**src/rtl/prod_accum_if.sv**
```systemverilog
// Product-stream accumulator bundle: job control, product beat handshake, result handshake.
// slave = accumulator side, master = the producer/consumer driving it.
interface prod_accum_if #(
    parameter int WIDTH     = 16,
    parameter int ACC_WIDTH = 40,
    parameter int LEN_WIDTH = 8
) ();
    logic                 start;
    logic [LEN_WIDTH-1:0] len_in;
    logic [WIDTH-1:0]     prod_in;
    logic                 prod_valid;
    logic                 prod_ready;
    logic [ACC_WIDTH-1:0] sum_out;
    logic                 sum_valid;
    logic                 sum_ready;
    logic                 busy;
    logic                 overflow;

    modport slave (
        input  start, len_in, prod_in, prod_valid, sum_ready,
        output prod_ready, sum_out, sum_valid, busy, overflow
    );

    modport master (
        output start, len_in, prod_in, prod_valid, sum_ready,
        input  prod_ready, sum_out, sum_valid, busy, overflow
    );
endinterface

```
**src/rtl/prod_accum.sv**
```systemverilog
// Sums a programmed count of products; sum_valid the cycle after the last beat (len=N: N+1 cycles after start).
// Upstream stalls via prod_valid; result is held in DONE until sum_ready, input is not accepted meanwhile.
module prod_accum #(
    parameter int WIDTH     = 16,
    parameter int ACC_WIDTH = 40,
    parameter int LEN_WIDTH = 8
) (
    input  logic         clk,
    input  logic         rst,
    prod_accum_if.slave  io
);

    typedef enum logic [1:0] {
        IDLE  = 2'd0,
        ACCUM = 2'd1,
        DONE  = 2'd2
    } state_t;

    state_t               state;
    state_t               state_nxt;
    logic [ACC_WIDTH-1:0] acc;
    logic [LEN_WIDTH-1:0] cnt;
    logic [LEN_WIDTH-1:0] len_q;
    logic [ACC_WIDTH-1:0] sum_q;
    logic                 ovf_q;

    logic [ACC_WIDTH-1:0] prod_ext;
    logic [ACC_WIDTH:0]   add_full;
    logic [LEN_WIDTH-1:0] cnt_inc;
    logic                 beat_acc;
    logic                 last_beat;
    logic                 start_acc;
    logic                 len_zero;

    assign prod_ext  = ACC_WIDTH'(io.prod_in);
    // One extra bit captures the carry out of the accumulator MSB.
    assign add_full  = {1'b0, acc} + {1'b0, prod_ext};
    assign cnt_inc   = cnt + LEN_WIDTH'(1);
    assign beat_acc  = (state == ACCUM) && io.prod_valid;
    assign last_beat = (cnt_inc == len_q);
    assign start_acc = (state == IDLE) && io.start;
    assign len_zero  = (io.len_in == '0);

    always_ff @(posedge clk or posedge rst) begin
        if (rst) begin
            state <= IDLE;
        end else begin
            state <= state_nxt;
        end
    end

    always_comb begin
        state_nxt = state;
        case (state)
            IDLE: begin
                if (io.start) begin
                    state_nxt = len_zero ? DONE : ACCUM;
                end
            end
            ACCUM: begin
                if (io.prod_valid && last_beat) begin
                    state_nxt = DONE;
                end
            end
            DONE: begin
                if (io.sum_ready) begin
                    state_nxt = IDLE;
                end
            end
            default: state_nxt = IDLE;
        endcase
    end

    always_ff @(posedge clk or posedge rst) begin
        if (rst) begin
            acc   <= '0;
            cnt   <= '0;
            len_q <= '0;
            sum_q <= '0;
            ovf_q <= 1'b0;
        end else if (start_acc) begin
            acc   <= '0;
            cnt   <= '0;
            len_q <= io.len_in;
            ovf_q <= 1'b0;
            if (len_zero) begin
                sum_q <= '0;
            end
        end else if (beat_acc) begin
            acc <= add_full[ACC_WIDTH-1:0];
            cnt <= cnt_inc;
            if (add_full[ACC_WIDTH]) begin
                ovf_q <= 1'b1;
            end
            if (last_beat) begin
                sum_q <= add_full[ACC_WIDTH-1:0];
            end
        end
    end

    assign io.prod_ready = (state == ACCUM);
    assign io.sum_valid  = (state == DONE);
    assign io.busy       = (state != IDLE);
    assign io.sum_out    = sum_q;
    assign io.overflow   = ovf_q;

endmodule

```
**src/flat_wrapper.sv**
```systemverilog
// flat-port wrapper written by rule: the top's interface ports become plain ports
module prod_accum_flat 
#(
    parameter int WIDTH     = 16,
    parameter int ACC_WIDTH = 40,
    parameter int LEN_WIDTH = 8
)
  (clk, rst, io_start, io_len_in, io_prod_in, io_prod_valid, io_sum_ready, io_prod_ready, io_sum_out, io_sum_valid, io_busy, io_overflow);
  prod_accum_if #(.WIDTH(WIDTH), .ACC_WIDTH(ACC_WIDTH), .LEN_WIDTH(LEN_WIDTH)) io_i ();
  input  logic clk;
  input  logic rst;
  input wire logic [$bits(io_i.start)-1:0] io_start;
  input wire logic [$bits(io_i.len_in)-1:0] io_len_in;
  input wire logic [$bits(io_i.prod_in)-1:0] io_prod_in;
  input wire logic [$bits(io_i.prod_valid)-1:0] io_prod_valid;
  input wire logic [$bits(io_i.sum_ready)-1:0] io_sum_ready;
  output wire logic [$bits(io_i.prod_ready)-1:0] io_prod_ready;
  output wire logic [$bits(io_i.sum_out)-1:0] io_sum_out;
  output wire logic [$bits(io_i.sum_valid)-1:0] io_sum_valid;
  output wire logic [$bits(io_i.busy)-1:0] io_busy;
  output wire logic [$bits(io_i.overflow)-1:0] io_overflow;
  assign io_i.start = io_start;
  assign io_i.len_in = io_len_in;
  assign io_i.prod_in = io_prod_in;
  assign io_i.prod_valid = io_prod_valid;
  assign io_i.sum_ready = io_sum_ready;
  assign io_prod_ready = io_i.prod_ready;
  assign io_sum_out = io_i.sum_out;
  assign io_sum_valid = io_i.sum_valid;
  assign io_busy = io_i.busy;
  assign io_overflow = io_i.overflow;
  prod_accum #(.WIDTH(WIDTH), .ACC_WIDTH(ACC_WIDTH), .LEN_WIDTH(LEN_WIDTH)) u_core (.clk(clk), .rst(rst), .io(io_i));
endmodule
```
**config.mk**
```make
export PLATFORM = sky130hd
export DESIGN_NAME = prod_accum_flat
export DESIGN_NICKNAME = d
export VERILOG_FILES = /design/src/rtl/prod_accum_if.sv /design/src/rtl/prod_accum.sv /design/src/flat_wrapper.sv
export SDC_FILE = /design/constraint.sdc
export NUM_CORES = 1
export LEC_CHECK = 0
export ABC_AREA = 1
export BUFFER_PORTS_ARGS = -buffer_cell sky130_fd_sc_hd__buf_2
export CORE_ASPECT_RATIO = 0.6
export CORE_MARGIN = 3
export CORE_UTILIZATION = 36
export CTS_BUF_LIST = sky130_fd_sc_hd__clkbuf_8
export CTS_CLUSTER_SIZE = 20
export DETAILED_ROUTE_END_ITERATION = 7
export GPL_TIMING_DRIVEN = 0
export HOLD_SLACK_MARGIN = 0.03
export PLACE_DENSITY_LB_ADDON = 0.1
export SLEW_MARGIN = 20
export SYNTH_ARGS = -nofsm -noshare
export SYNTH_HDL_FRONTEND = slang
export SYNTH_SLANG_ARGS = --single-unit
export TNS_END_PERCENT = 5
```
**constraint.sdc**
```tcl
create_clock -name clk -period 5.59 [get_ports clk]
set_clock_uncertainty 0.05 [all_clocks]
set_input_delay 0 -clock clk [delete_from_list [all_inputs] [get_ports clk]]
set_output_delay 0 -clock clk [all_outputs]
set_load 0.03 [all_outputs]
```
==> out/results.ini <==
[pwr]
finalPower_mw = 3.03
internal_power_mw = 1.57
p_leak_nw = 4.10
switching_share_pct = 48.2
p_comb_share_pct = 49.7
pwr-share-clk_pct = 17.2
p_sw_mw = 1.46
ir_drop_mv = 0.238
pwr-share-seq_pct = 33.1
p_per_area_nw_per_um2 = 416

[placement]
place_inst = 1273
dpl.hpwl_mm = 16.0
gp_congestion = 0.979
portBuffers = 72

[synth]
netlist_area_um2 = 6270
yosysTopAreaCell = dfrtp_1
synthesis.nets = 1019
synth_top_area_share_pct = 39.5
seq_area_frac_synth_pct = 39.5
synth.area.top_cells = dfrtp_1 40%, nand2_1 26%, nand3_1 7.9%
syn_area_per_cell_um2 = 6.45
post_synth_inst_count = 972
synth_warnings = 0
synth.distinct_cells = 29
ys_ff_latch = 99

[finish]
stdcell_count = 1299
fillers = 1803
drive_above_1_share_pct = 9.71
multiInputGateArea_um2 = 3290
antenna_cells = 0
area_growth_pct = 16.0
nets = 1114
seq_area_um2 = 2480

[cts]
ctsResizeCount = 0
cts_tree = done
cts_root_buf = clkbuf_8
numCtsBuffers = 9
clkTransAtPathRegs_ns = 0.10
clockBufferDepth = 2
clk-insertion-delay-late_ns = 0.40
cts-htree-levels = 3
post_cts_buffers = 0
cts_sinks = 99

[sta]
finalHoldViolCount = 0
rsz0062_at_grt = false
period_minus_slack_ns = 2.83
fmax_mhz = 354
worstMarginPinSlew_ns = 0.686
setup_viol = 0
fin_setup_tns_ns = 0
relSlewSlack_pct = 54.3
report.final.slew_viol_count = 0
fin_crit_sh_pct = 50.6

[routing]
drt_pass1_iterations = 5
vias_per_cell = 4.85
routed_wl_mm = 20.2
num_vias = 6296
wl_per_cell_um = 15.6
drt-initial-drc-count = 688
drc = 0
drtAntennaViolNets = 0

[flow_run]
cap_violations = 0

[floorplanning]
die_w_um = 176
core_area_um2 = 16600
rows = 36
die-area_um2 = 19100
die_y_um = 108
start_util_pct = 37.7
num_io_pins = 73

[critical_path]
critPathCaptureType = register
cp-start-kind = register
worst_ep_required_time_ns = 5.87
critical_path_arrival_ns = 3.11
path_class = reg2reg
crit_fanout = 6

[grt]
grt_pass1_vias = 5643
grt_max_degree = 53
grt_usage_pct = 22.0
grt_pass1_wl_mm = 32.2
grt-ovfl-total = 0
antenna_found_initial = 0

[outcome]
outcome = finished, final reports clean

[worst_hold_path]
hp-class = in2reg

## cell usage in the layout (no fill, tap or decap), types with 2 or more instances in the layout
master	synthesis	final
inv_1	98	98
inv_6	0	3
buf_2	2	74
xnor2_1	2	2
dfrtp_1	99	99
o22ai_1	6	6
nand4_1	5	5
clkbuf_8	0	9
clkbuf_1	20	20
bufinv_16	0	2
inv_2	4	4
dlygate4sd3_1	0	11
buf_6	3	3
nand3b_1	7	7
nor2_1	95	95
ha_1	17	17
nand3_1	99	99
nor3_1	8	8
o21ai_0	30	30
nand2_1	433	433
nor2_2	2	2
a21oi_1	31	31
## sequential cells by signal, indices dropped and copies added (netlist names)
| signal | cells |
|---|---|
| u_core.acc | 40 |
| u_core.io.sum_out | 40 |
| u_core.cnt | 8 |
| u_core.len_q | 8 |
| u_core.state | 2 |
| u_core.io.overflow | 1 |
## layer usage
metal	track usage, %	up-vias	routed length, um
li1	-	3231	-
met5	0	-	0
met3	6.00	8	1910
met4	2.41	0	93
met1	38.1	2830	11600
met2	26.1	227	6670
## cell type report
type	instances	share of cell area, %
buffer	26	1.69
clock buffer	9	1.70
clock inverter	6	1.22
inverter	102	5.33
multi-input combinational	745	45.2
sequential	99	34.1
tap	228	3.92
timing repair buffer	84	6.85
## synthesized netlist by cell type
| cell | n |
|---|---|
| ha_1 | 17 |
| a21oi_1 | 31 |
| o22ai_1 | 6 |
| nor2_1 | 95 |
| nand4_1 | 5 |
| nand4_4 | 1 |
| nand2_1 | 433 |
| or2_2 | 1 |
| buf_2 | 2 |
| nor2_4 | 1 |
| xnor2_1 | 2 |
| o21ai_0 | 30 |
| buf_1 | 1 |
| fa_1 | 1 |
| inv_1 | 98 |
| o21bai_1 | 1 |
| or2_0 | 1 |
| clkbuf_1 | 20 |
| nor4_1 | 1 |
| nor3_1 | 8 |
| buf_6 | 3 |
| dfrtp_1 | 99 |
| nor2_2 | 2 |
| o21ai_1 | 1 |
| nor3_2 | 1 |
| nand2_2 | 1 |
| inv_2 | 4 |
| nand3b_1 | 7 |
| nand3_1 | 99 |
## critical path, stage by stage, from the launching register on
cell and delay [ns]:
dfrtp_1 0.39, ha_1 0.26, fa_1 0.50, nand3_1 0.13, nand3_1 0.22, nand2_1 0.13, nand3_1 0.20, nand2_1 0.11
nand2_1 0.19, nand3_1 0.12, nand2_1 0.06, nor2_1 0.24, nand2_1 0.08, nand2_1 0.08
## stage by stage
stage               worst slack, ns  hold WS [ns]  instance area [um^2]  utilization, %
finish                         2.76        0.0849                  7270            43.7
global route                   2.55        0.0963                  7270            43.7
CTS                            2.86        0.0694                  7270            43.7
detailed placement             2.89        0.0174                  6950            41.8
global placement               1.56         0.175                  6920            41.6
floorplan                      2.95        0.0596                  6270               -
## timing repair
item | 4_1_cts | 5_1_grt
hold buffers | 11 | 0
endpoints found under the setup margin | 0 | 0
endpoints found under the hold margin | 109 | 0
## final timing paths
kind | startpoint | end | slack [ns] | cells past startpoint
setup reg to reg | u_core.acc[0] | u_core.acc[32] | 2.76 | 13
setup / recovery | u_core.acc[0] | u_core.acc[32] | 2.76 | 13
max in group asynchronous | rst | u_core.io.sum_out[16] | 4.73 | 4
hold reg to reg | u_core.acc[15] | u_core.acc[15] | 0.45 | 2
min in group asynchronous | rst | u_core.io.sum_out[2] | 0.11 | 3
hold / removal | io_prod_in[0] | u_core.io.sum_out[0] | 0.08 | 4
## power by group through the flow
| stage | sequential [mW] | clock (mW) | combinational (mW) |
|---|---|---|---|
| after global routing | 1.02 | 0.563 | 1.70 |
| after floorplan | 1.09 | 0 | 0.936 |
| after CTS | 0.999 | 0.535 | 1.49 |
| after detailed placement | 1.01 | 0 | 1.48 |
| after global placement | 1.01 | 0 | 1.46 |
| final | 1.00 | 0.522 | 1.50 |
## cells by family (layout without fill, tap and decap cells)
kind of cell	after synthesis	count (layout)	share of synthesized area, %
flops	99	99	39.5
simple gates	656	656	42.8
xor+xnor	2	2	0.279
buf+inv	128	227	8.06
fa+ha+maj	18	18	3.71
compound gates	69	69	5.67
Note: power is estimated with default switching activity, not from simulation.
